<file path="src/rtl/req_ack_responder_pkg.sv">
// Shared types and constants for the request/acknowledge responder.
package req_ack_pkg;

   typedef enum logic [1:0] {
      IDLE = 2'd0,
      WAIT = 2'd1,
      ACK  = 2'd2
   } state_e;

   localparam int LAT_W        = 4;
   localparam int CNT_W        = 4;
   localparam int DEF_LATENCY  = 1;
   localparam int DEF_MAX_PEND = 4;

   // Countdown value loaded on entering WAIT: the cycle spent entering WAIT
   // already counts as one of the LATENCY cycles.
   function automatic logic [LAT_W-1:0] lat_reload(input int latency);
      return LAT_W'(latency - 1);
   endfunction

endpackage

</file>
<file path="src/rtl/req_ack_responder_if.sv">
// Handshake bundle between a requester (master) and the responder (slave).
interface req_ack_responder_if;
   import req_ack_pkg::*;

   logic             req;
   logic             stall;
   logic             ack;
   logic [CNT_W-1:0] pend_cnt;
   logic             busy;
   logic             overflow;

   modport master (output req, output stall,
                   input ack, input pend_cnt, input busy, input overflow);
   modport slave  (input req, input stall,
                   output ack, output pend_cnt, output busy, output overflow);
endinterface

</file>
<file path="src/rtl/req_ack_responder_lat_timer.sv">
// Latency countdown for the responder: loadable, decrements while enabled,
// saturates at zero and flags it.
module resp_lat_timer
   import req_ack_pkg::*;
(
   input  logic             clk,
   input  logic             rst,
   input  logic             load,
   input  logic             en,
   input  logic [LAT_W-1:0] load_val,
   output logic [LAT_W-1:0] cnt,
   output logic             zero
);

   logic [LAT_W-1:0] cnt_r;

   // Countdown register: load wins over decrement; never wraps below zero.
   always_ff @(posedge clk or posedge rst) begin
      if (rst) begin
         cnt_r <= {LAT_W{1'b0}};
      end else if (load) begin
         cnt_r <= load_val;
      end else if (en && (cnt_r != {LAT_W{1'b0}})) begin
         cnt_r <= cnt_r - LAT_W'(1);
      end
   end

   assign cnt  = cnt_r;
   assign zero = (cnt_r == {LAT_W{1'b0}});

endmodule

</file>
<file path="src/rtl/req_ack_responder.sv">
// Request/acknowledge responder: accepts one request per clock with req=1,
// queues up to MAX_PEND of them and answers each with a one-cycle ack
// LATENCY cycles later; stall holds off acks without blocking acceptance.
// Optional concurrent assertions are compiled when REQ_ACK_RESPONDER_SVA_EN
// is defined.
module req_ack_responder
   import req_ack_pkg::*;
#(
   parameter int LATENCY  = DEF_LATENCY,
   parameter int MAX_PEND = DEF_MAX_PEND
)(
   input logic           clk,
   input logic           rst,
   req_ack_responder_if.slave bus
);

   localparam logic [LAT_W-1:0] RELOAD  = lat_reload(LATENCY);
   localparam logic [CNT_W-1:0] MAX_CNT = CNT_W'(MAX_PEND);
   localparam logic             LAT_ONE = (LATENCY == 1);

   state_e           state_r, state_nxt;
   logic [CNT_W-1:0] pend_r, pend_nxt;
   logic             ack_r, busy_r, ovf_r;
   logic             retire_s, full_s, accept_s, drop_s, fast_s;
   logic             lat_load_s, lat_en_s, lat_zero_s, lat_le1_s;
   logic [LAT_W-1:0] lat_cnt_s;

   resp_lat_timer u_lat (
      .clk      (clk),
      .rst      (rst),
      .load     (lat_load_s),
      .en       (lat_en_s),
      .load_val (RELOAD),
      .cnt      (lat_cnt_s),
      .zero     (lat_zero_s)
   );

   assign lat_le1_s = lat_zero_s || (lat_cnt_s == LAT_W'(1));

   // Next-state, pending-count and latency-timer control decode.
   always_comb begin
      retire_s   = (state_r == ACK);
      full_s     = (pend_r == MAX_CNT);
      accept_s   = bus.req && (!full_s || retire_s);
      drop_s     = bus.req && full_s && !retire_s;
      pend_nxt   = pend_r + {{(CNT_W-1){1'b0}}, accept_s}
                          - {{(CNT_W-1){1'b0}}, retire_s};
      fast_s     = LAT_ONE && !bus.stall;
      state_nxt  = state_r;
      lat_load_s = 1'b0;
      lat_en_s   = 1'b0;
      case (state_r)
         IDLE: begin
            if (bus.req || (pend_r != {CNT_W{1'b0}})) begin
               if (fast_s) begin
                  state_nxt = ACK;
               end else begin
                  state_nxt  = WAIT;
                  lat_load_s = 1'b1;
               end
            end else begin
               state_nxt = IDLE;
            end
         end
         WAIT: begin
            lat_en_s = 1'b1;
            if (lat_le1_s && !bus.stall) begin
               state_nxt = ACK;
            end else begin
               state_nxt = WAIT;
            end
         end
         ACK: begin
            if (pend_nxt != {CNT_W{1'b0}}) begin
               if (fast_s) begin
                  state_nxt = ACK;
               end else begin
                  state_nxt  = WAIT;
                  lat_load_s = 1'b1;
               end
            end else begin
               state_nxt = IDLE;
            end
         end
         default: begin
            state_nxt = IDLE;
         end
      endcase
   end

   // FSM state and registered outputs. WAIT/ACK always hold at least one
   // pending request, so busy reduces to a non-zero pending count.
   always_ff @(posedge clk or posedge rst) begin
      if (rst) begin
         state_r <= IDLE;
         pend_r  <= {CNT_W{1'b0}};
         ack_r   <= 1'b0;
         busy_r  <= 1'b0;
         ovf_r   <= 1'b0;
      end else begin
         state_r <= state_nxt;
         pend_r  <= pend_nxt;
         ack_r   <= (state_nxt == ACK);
         busy_r  <= (pend_nxt != {CNT_W{1'b0}});
         ovf_r   <= ovf_r | drop_s;
      end
   end

   assign bus.ack      = ack_r;
   assign bus.pend_cnt = pend_r;
   assign bus.busy     = busy_r;
   assign bus.overflow = ovf_r;

`ifdef REQ_ACK_RESPONDER_SVA_EN
   // With unit latency an unstalled request into an empty queue is acked next cycle.
   generate
      if (LATENCY == 1) begin : g_sva_lat1
         a_req_ack: assert property (@(posedge clk) disable iff (rst)
            (bus.req && !bus.stall && (pend_r == {CNT_W{1'b0}})) |=> bus.ack)
            else $error("req_ack_responder: req not acked next cycle at %0t", $time);
      end
   endgenerate

   // An ack is only issued for a request counted by the edge that raised it.
   a_ack_pend: assert property (@(posedge clk) disable iff (rst)
      bus.ack |-> (pend_r != {CNT_W{1'b0}}))
      else $error("req_ack_responder: ack with no pending request at %0t", $time);

   // Overflow can only rise when the queue is full.
   a_ovf_full: assert property (@(posedge clk) disable iff (rst)
      $rose(ovf_r) |-> (pend_r == MAX_CNT))
      else $error("req_ack_responder: overflow set below MAX_PEND at %0t", $time);
`else
   // Assertions not built; behaviour is identical.
`endif

endmodule

</file>
<file path="src/flat_wrapper.sv">
// flat-port wrapper written by rule: the top's interface ports become plain ports
module req_ack_responder_flat import req_ack_pkg::*;
#(
   parameter int LATENCY  = DEF_LATENCY,
   parameter int MAX_PEND = DEF_MAX_PEND
)
  (clk, rst, bus_req, bus_stall, bus_ack, bus_pend_cnt, bus_busy, bus_overflow);
  req_ack_responder_if bus_i ();
  input logic clk;
  input logic rst;
  input wire logic [$bits(bus_i.req)-1:0] bus_req;
  input wire logic [$bits(bus_i.stall)-1:0] bus_stall;
  output wire logic [$bits(bus_i.ack)-1:0] bus_ack;
  output wire logic [$bits(bus_i.pend_cnt)-1:0] bus_pend_cnt;
  output wire logic [$bits(bus_i.busy)-1:0] bus_busy;
  output wire logic [$bits(bus_i.overflow)-1:0] bus_overflow;
  assign bus_i.req = bus_req;
  assign bus_i.stall = bus_stall;
  assign bus_ack = bus_i.ack;
  assign bus_pend_cnt = bus_i.pend_cnt;
  assign bus_busy = bus_i.busy;
  assign bus_overflow = bus_i.overflow;
  req_ack_responder #(.LATENCY(LATENCY), .MAX_PEND(MAX_PEND)) u_core (.clk(clk), .rst(rst), .bus(bus_i));
endmodule
</file>
<file path="config.mk">
export PLATFORM = sky130hd
export DESIGN_NAME = req_ack_responder_flat
export DESIGN_NICKNAME = d
export VERILOG_FILES = /design/src/rtl/req_ack_responder_pkg.sv /design/src/rtl/req_ack_responder_if.sv /design/src/rtl/req_ack_responder_lat_timer.sv /design/src/rtl/req_ack_responder.sv /design/src/flat_wrapper.sv
export SDC_FILE = /design/constraint.sdc
export NUM_CORES = 1
export LEC_CHECK = 0
export CAP_MARGIN = 20
export CORE_MARGIN = 4
export CORE_UTILIZATION = 52
export CTS_CLUSTER_DIAMETER = 150
export CTS_CLUSTER_SIZE = 40
export DETAILED_ROUTE_END_ITERATION = 16
export PLACE_DENSITY_LB_ADDON = 0.08
export SYNTH_ARGS = -nofsm -noshare
export SYNTH_HDL_FRONTEND = slang
export SYNTH_SLANG_ARGS = --single-unit
</file>
<file path="constraint.sdc">
create_clock -name clk -period 4.3 [get_ports clk]
set_clock_uncertainty 0.2 [all_clocks]
set_input_delay 1.075 -clock clk [delete_from_list [all_inputs] [get_ports clk]]
set_output_delay 1.075 -clock clk [all_outputs]
set_load 0.02 [all_outputs]
</file>
### Word level (Yosys, flattened, before mapping)

Cells that the tools add are included.

| storage, ports and cells | value |
|---|---|
| memory bits (read-only) | 0 |
| memories kept | 0 |
| memory bits (writable) | 0 |
| latch bits | 0 |
| register bits after elaboration | 13 |
| logic and storage cells | 44 |
| output and inout port bits | 7 |
| input bits | 4 |

| operators by class | value |
|---|---|
| bitwise logic cells | 1 |
| muxes and demuxes | 12 |
| order comparisons | 0 |
| equality and inequality tests | 5 |
| div/mod/pow operators | 0 |
| $add $sub $neg | 3 |
| shift-type cells | 0 |
| multiply operators | 0 |
| reductions and logical operators | 17 |

Operators by type and width:

| operator | count |
|---|---|
| nonzero test 4 bit | 3 |
| two-way mux 2 bit | 4 |
| two-way mux 4 bit | 2 |
| one-hot mux 2 bit (3 select lines) | 1 |
| logical AND 1 bit | 5 |
| adder 4 x 1 -> 4 bit | 1 |
| equality test 2 bit (second input constant) | 2 |
| equality test 4 x 1 -> 1 bit (second input constant) | 1 |
| equality test 4 x 3 -> 1 bit (second input constant) | 1 |
| zero test 4 bit | 1 |
| two-way mux 1 bit | 4 |
| subtractor 4 x 1 -> 4 bit | 1 |
| subtractor 4 x 1 -> 4 bit (second input constant) | 1 |
| zero test 1 bit | 3 |
| logical OR 1 bit | 3 |
| equality test 2 x 1 -> 1 bit (second input constant) | 1 |
| zero test 2 bit | 1 |
| one-hot mux 1 bit (2 select lines) | 1 |
| nonzero test 2 bit | 1 |
| OR 1 bit | 1 |

### Depth between registers and ports, before layout

| logic depth | value |
|---|---|
| depth in word-level cells | 10 |
| gate-level depth with buffers | 11 |
| gate-level depth less buffers | 11 |

### Modules after synthesis

Synthesis repeated with hierarchy kept, for this count alone.

| unflattened totals | value |
|---|---|
| cell total of the unflattened synthesis | 83 |
| area, all modules | 800.8 µm² |

By module, submodules not included:

| module | instances | seq. area each (µm²) | cells each | area each (µm²) |
|---|---|---|---|---|
| req_ack_responder | 1 | 225.2 | 55 | 539.3 |
| resp_lat_timer | 1 | 100.1 | 28 | 261.5 |

### Worst setup path after synthesis

OpenSTA, ideal clock, no wires.

| timing path | value |
|---|---|
| path type | input -> register |
| from | in bus_req |
| to | reg u_core.state_r[0] |
| cell stages on the path | 9 |
| required time | 3,979 ps |
| path buffers | 0 |
| path slack | 898 ps |
| arrival | 3,081 ps |
| library setup time | 121 ps |
| path through | inv_1 a31oi_1 ha_1 inv_1 fa_1 or3b_2 a211o_1 a21bo_2 a22o_1 |

| between the ends | value |
|---|---|
| longest elaborated chain between the ends | 6 |
| elaborated cells on any way between the ends | 8 |
| classes of those cells | add/sub: 2; mux: 3; reduce/logical: 3 |

Ends and longest elaborated chain:

| item | line | source |
|---|---|---|
| start: declaration | flat_wrapper.sv:11 | `input wire logic [$bits(bus_i.req)-1:0] bus_req;` |
| logical AND 1 bit | req_ack_responder.sv:44 | `accept_s = bus.req && (!full_s \|\| retire_s);` |
| adder 4 x 1 -> 4 bit | req_ack_responder.sv:46 | `pend_nxt = pend_r + {{(CNT_W-1){1'b0}}, accept_s}` |
| subtractor 4 x 1 -> 4 bit | req_ack_responder.sv:47 | `- {{(CNT_W-1){1'b0}}, retire_s};` |
| nonzero test 4 bit | req_ack_responder.sv:74 | `if (pend_nxt != {CNT_W{1'b0}}) begin` |
| two-way mux 2 bit | req_ack_responder.sv:74 |  |
| one-hot mux 2 bit (3 select lines) * | req_ack_responder.sv:52 | `case (state_r)` |
| named net u_core.state_nxt[0] | req_ack_responder.sv:21 | `state_e state_r, state_nxt;` |
| end signal: assignment | req_ack_responder.sv:101 | `state_r <= state_nxt;` |
| end: declaration | req_ack_responder.sv:21 |  |

Mark *: on every way through the listed nets, which the timed path passes. The rest lies on a longest branch.
A chain may end at the register's enable or synchronous reset.

### Final worst setup path

| timing path | value |
|---|---|
| from | in bus_req |
| to | reg u_core.u_lat.cnt_r[1] (netlist: u_core.u_lat.cnt[1]) |

| between the ends | value |
|---|---|
| longest elaborated chain between the ends | 7 |
| elaborated cells on any way between the ends | 10 |
| classes of those cells | add/sub: 2; mux: 4; reduce/logical: 4 |

Ends and longest elaborated chain:

| item | line | source |
|---|---|---|
| logical AND 1 bit | req_ack_responder.sv:44 |  |
| adder 4 x 1 -> 4 bit | req_ack_responder.sv:46 |  |
| subtractor 4 x 1 -> 4 bit | req_ack_responder.sv:47 |  |
| nonzero test 4 bit | req_ack_responder.sv:74 |  |
| two-way mux 1 bit | req_ack_responder.sv:74 |  |
| one-hot mux 1 bit (2 select lines) * | req_ack_responder.sv:52 |  |
| two-way mux 4 bit or nonzero test 2 bit (tied branches) | -- |  |
| end signal: assignment | req_ack_responder_lat_timer.sv:20 | `cnt_r <= {LAT_W{1'b0}};` |
| end signal: assignment | req_ack_responder_lat_timer.sv:22 | `cnt_r <= load_val;` |
| end signal: assignment | req_ack_responder_lat_timer.sv:24 | `cnt_r <= cnt_r - LAT_W'(1);` |
| end: declaration | req_ack_responder_lat_timer.sv:15 | `logic [LAT_W-1:0] cnt_r;` |

Every way passes the cells marked *; elsewhere a longest branch is shown, timed or not.

==> summary.md <==
| Metric | Value |
|---|---|
| Gate power share | 0.622 |
| Register bit total from synthesis | 13 |
| Flop pwr share | 0.285 |
| Critical Path Start | bus_req |
| Slowest cell on crit path | fa_1 |
| CP dominant cell by count | inv_1 |
| Initial antenna violation count | 0 |
| CP endpoint kind | flop |
| Slew HR | 0.6809 |
| Die Y | around 47 um |
| Gate count of the mapped netlist | between 70 and 80 |
| Post-layout min period | around 3800 ps |
| Post-layout util | 0.6859 |
| Final nets | 107 |
| Clock Latency Late Sink | 280 ps |
| FMAX | ~260 MHz |
| Postcts setup bufs | 0 |
| Terminus of the critical flop-to-flop path | u_core.u_lat.cnt[1]$_DFFE_PP0P_ |
| Syn_nets | 92 |
| Pwr Total | 836.4 uW |
| Port bufs | 10 |
| DIE AREA | 2211 um2 |
| Critical Path Fanout Max | 5 |
| Worst setup SP type | input port |
| YS warnings | 0 |
| Final Non-Filler Cells | approximately 110 |
| Clock Power Share | 0.093 |
| Required time worst endpoint | between 4000 and 5000 ps |
| Setup TNS | 0 ps |
| Crit path cell chain | clkdlybuf4s50_1 -> inv_1 -> a31oi_1 -> ha_1 -> inv_1 -> fa_1 -> or3b_2 -> a211o_1 -> a21bo_2 -> a221oi_2 |
| GPL Wtd Cong | 0.8489 |
| First-pass GRT wire length | 2.490 mm |
| Share of layout cells above drive strength 1 | 0.06522 |
| Placement Setup Slack | 233.0 ps |
| DIE WIDTH | 47.03 um |
| Hold Fails Final Rpt | 0 |
| Setup ws final | roughly 500 ps |
| Layout area overhead | 18.33% |
| Clock H-tree levels | 1 |
| Root Driver | clkbuf_4 |
| Worst R2R Setup Slack | 1030 ps |
| Initial Util | 0.5797 |
| Syn_area_per_cell | 10.15 um2 |
| Clock sinks | 13 |
| Remaining DRCs | 0 |
| Mean routed wirelength per cell | 14.58 um |
| Internal power | 461.2 uW |
| Net Sw Power | 375.2 uW |
| Cell depth of the worst setup path | 10 |
| Max Buffers Root-to-Sink | 2 |
| Register area share after synthesis | 0.4107 |
| Sw Share | 0.4486 |
| Post_cts resized | 0 |
| Worst path bufs/invs | 3 |
| Final Cycle Share | 0.8836 |
| Row Count | 13 |
| Origin of the critical flop-to-flop path | u_core.state_r[1]$_DFF_PP0_ |
| Synthesized area | 792.0 um2 |
| Remaining global-route overflow | 0 |
| Peak VDD IR | ~0.64 mV |
| Outcome | finished clean |
| WL final | 1.560 mm |
| Yosys cell types | 28 |
| Clock slew at reported path FFs | ~80 ps |
| PwrDens | ~890 nW/um2 |
| Largest net degree at the start of global routing | 14 |
| Hold crit path type | reg2reg |
| Iteration-0 DRC count of the detailed router | 16 |
| Reg2Reg Depth | 11 |
| Vias in the first global route | between 500 and 600 |
| Antenna Nets Post-Route | 0 |
| Routed via count | 609 |
| Gr usage total | 0.1671 |
| CTS tree | yes |
| WP data arrival | 3790 ps |
| DP HPWL | 1.219 mm |
| Final-report max-slew violation count | 0 |
| Crit path to | u_core.u_lat.cnt[1]$_DFFE_PP0P_ |
| Io pins | 11 |
| Leakage power | 0.4447 nW |
| Crit path largest cell delay | 520 ps |
| Inst Count DP | 103 |
| Crit-path leading delay family | compound AO/OA/AOI/OAI gates |
| Vias per Instance | between 5 and 6 |
| Cts-stage hold buffer count | 0 |
| DR pass1 iterations | 4 |
| Total of max-cap violations | 0 |
| Number of antenna diodes | 0 |
| Core Area | 1366 um2 |
| Final setup fails | 0 |
| CTS buffer count | 3 |
| Least-Margin Pin Slew | 478.1 ps |
| Unrepaired setup endpoints after global routing | false |
| Setup CP Type | in2reg |
-- worst reg2reg max path, stage by stage, from the launching register on --
cell and delay, ps:
dfrtp_1 440, nand2b_1 150, inv_1 60, ha_1 280, inv_1 60, ha_1 200
inv_1 70, fa_1 520, or3b_2 450, a211o_1 250, a21bo_2 250, a221oi_2 270
-- cells in the final DEF, fill, tap and decap left out, types with 2 or more instances in the layout --
cell and instances:
inv_1 14, dfrtp_1 13, clkdlybuf4s50_1 10, ha_1 9, a21oi_1 5, nand3_1 3
xnor2_1 3, o21ai_0 3, clkbuf_4 3, nand2b_1 2, a211o_1 2, a21o_1 2
nor2_1 2, nand2_1 2, nor3_1 2, xor2_1 2
-- layout make-up --
cell class	count	area [um2]
repair buffers	10	100.1
flip-flops and latches	13	325.3
well taps	15	18.77
multi-input cells	51	414.1
clock buffers	4	26.28
fillers	108	429.2
inverters	14	52.55
-- sequential cells by signal, indices dropped and copies added, names as in the netlist --
signal,cells
u_core.bus.pend_cnt,4
u_core.u_lat.cnt,4
u_core.state_r,2
u_core.bus.ack,1
u_core.bus.busy,1
u_core.bus.overflow,1
-- power by group through the flow --
stage	logic (mW)	registers [mW]	clock network, mW
after global placement	0.495	0.239	0
final	0.520	0.238	0.0778
after detailed placement	0.515	0.241	0
after floorplan	0.336	0.266	0
after global routing	0.569	0.250	0.0834
after CTS	0.520	0.239	0.0775
-- cells by family (layout without fill, tap and decap cells) --
| logic type | after synthesis | in the layout | share of synthesized area |
|---|---|---|---|
| flops | 13 | 13 | 0.4107 |
| simple gates | 17 | 17 | 0.1217 |
| compound gates | 19 | 19 | 0.1785 |
| xor+xnor | 5 | 5 | 0.05530 |
| buf+inv | 14 | 28 | 0.06635 |
| fa+ha+maj | 10 | 10 | 0.1675 |
-- cells in the mapped netlist (all sizes together) --
cell type / count / area (um2)
inv: 14 / 52.55
dfrtp: 13 / 325.3
ha: 9 / 112.6
a21oi: 5 / 25.02
nand3: 3 / 15.01
o21ai: 3 / 15.01
xnor2: 3 / 26.28
a211o: 2 / 17.52
a21o: 2 / 15.01
nand2: 2 / 7.510
nand2b: 2 / 12.51
nor2: 2 / 7.510
nor3: 2 / 10.01
or3b: 2 / 17.52
xor2: 2 / 17.52
a2111o: 1 / 11.26
a21bo: 1 / 10.01
a221oi: 1 / 15.01
a22o: 1 / 8.760
a31oi: 1 / 6.260
a41o: 1 / 10.01
and2: 1 / 6.260
fa: 1 / 20.02
nand3b: 1 / 7.510
nor2b: 1 / 6.260
nor4: 1 / 6.260
o211ai: 1 / 7.510
-- routing by layer --
layer / share of wire / track usage / vias up
li1: - / - / 298
met1: 0.46 / 0.2177 / 285
met2: 0.44 / 0.2575 / 21
met3: 0.077 / 0.03065 / 5
met4: 0.024 / 0.09945 / 0
met5: 0 / 0 / -
-- worst min-delay path by stage --
stage / from / endpoint / cells after the start
after global placement: u_core.bus.overflow$_DFF_PP0_ / u_core.bus.overflow$_DFF_PP0_ / 1
after global routing: u_core.bus.overflow$_DFF_PP0_ / u_core.bus.overflow$_DFF_PP0_ / 1
final: u_core.bus.overflow$_DFF_PP0_ / u_core.bus.overflow$_DFF_PP0_ / 1
after detailed placement: u_core.bus.overflow$_DFF_PP0_ / u_core.bus.overflow$_DFF_PP0_ / 1
after CTS: u_core.bus.overflow$_DFF_PP0_ / u_core.bus.overflow$_DFF_PP0_ / 1
after floorplan: u_core.u_lat.cnt[3]$_DFFE_PP0P_ / u_core.u_lat.cnt[3]$_DFFE_PP0P_ / 2
-- stage by stage --
step	hold slack [ps]	cell area [um2]
finish	271.1	937.1
global route	286.3	937.1
CTS	274.0	937.1
detailed placement	255.2	910.9
global placement	254.2	910.9
floorplan	350.1	792.0
(Power assumes the default switching activity.)
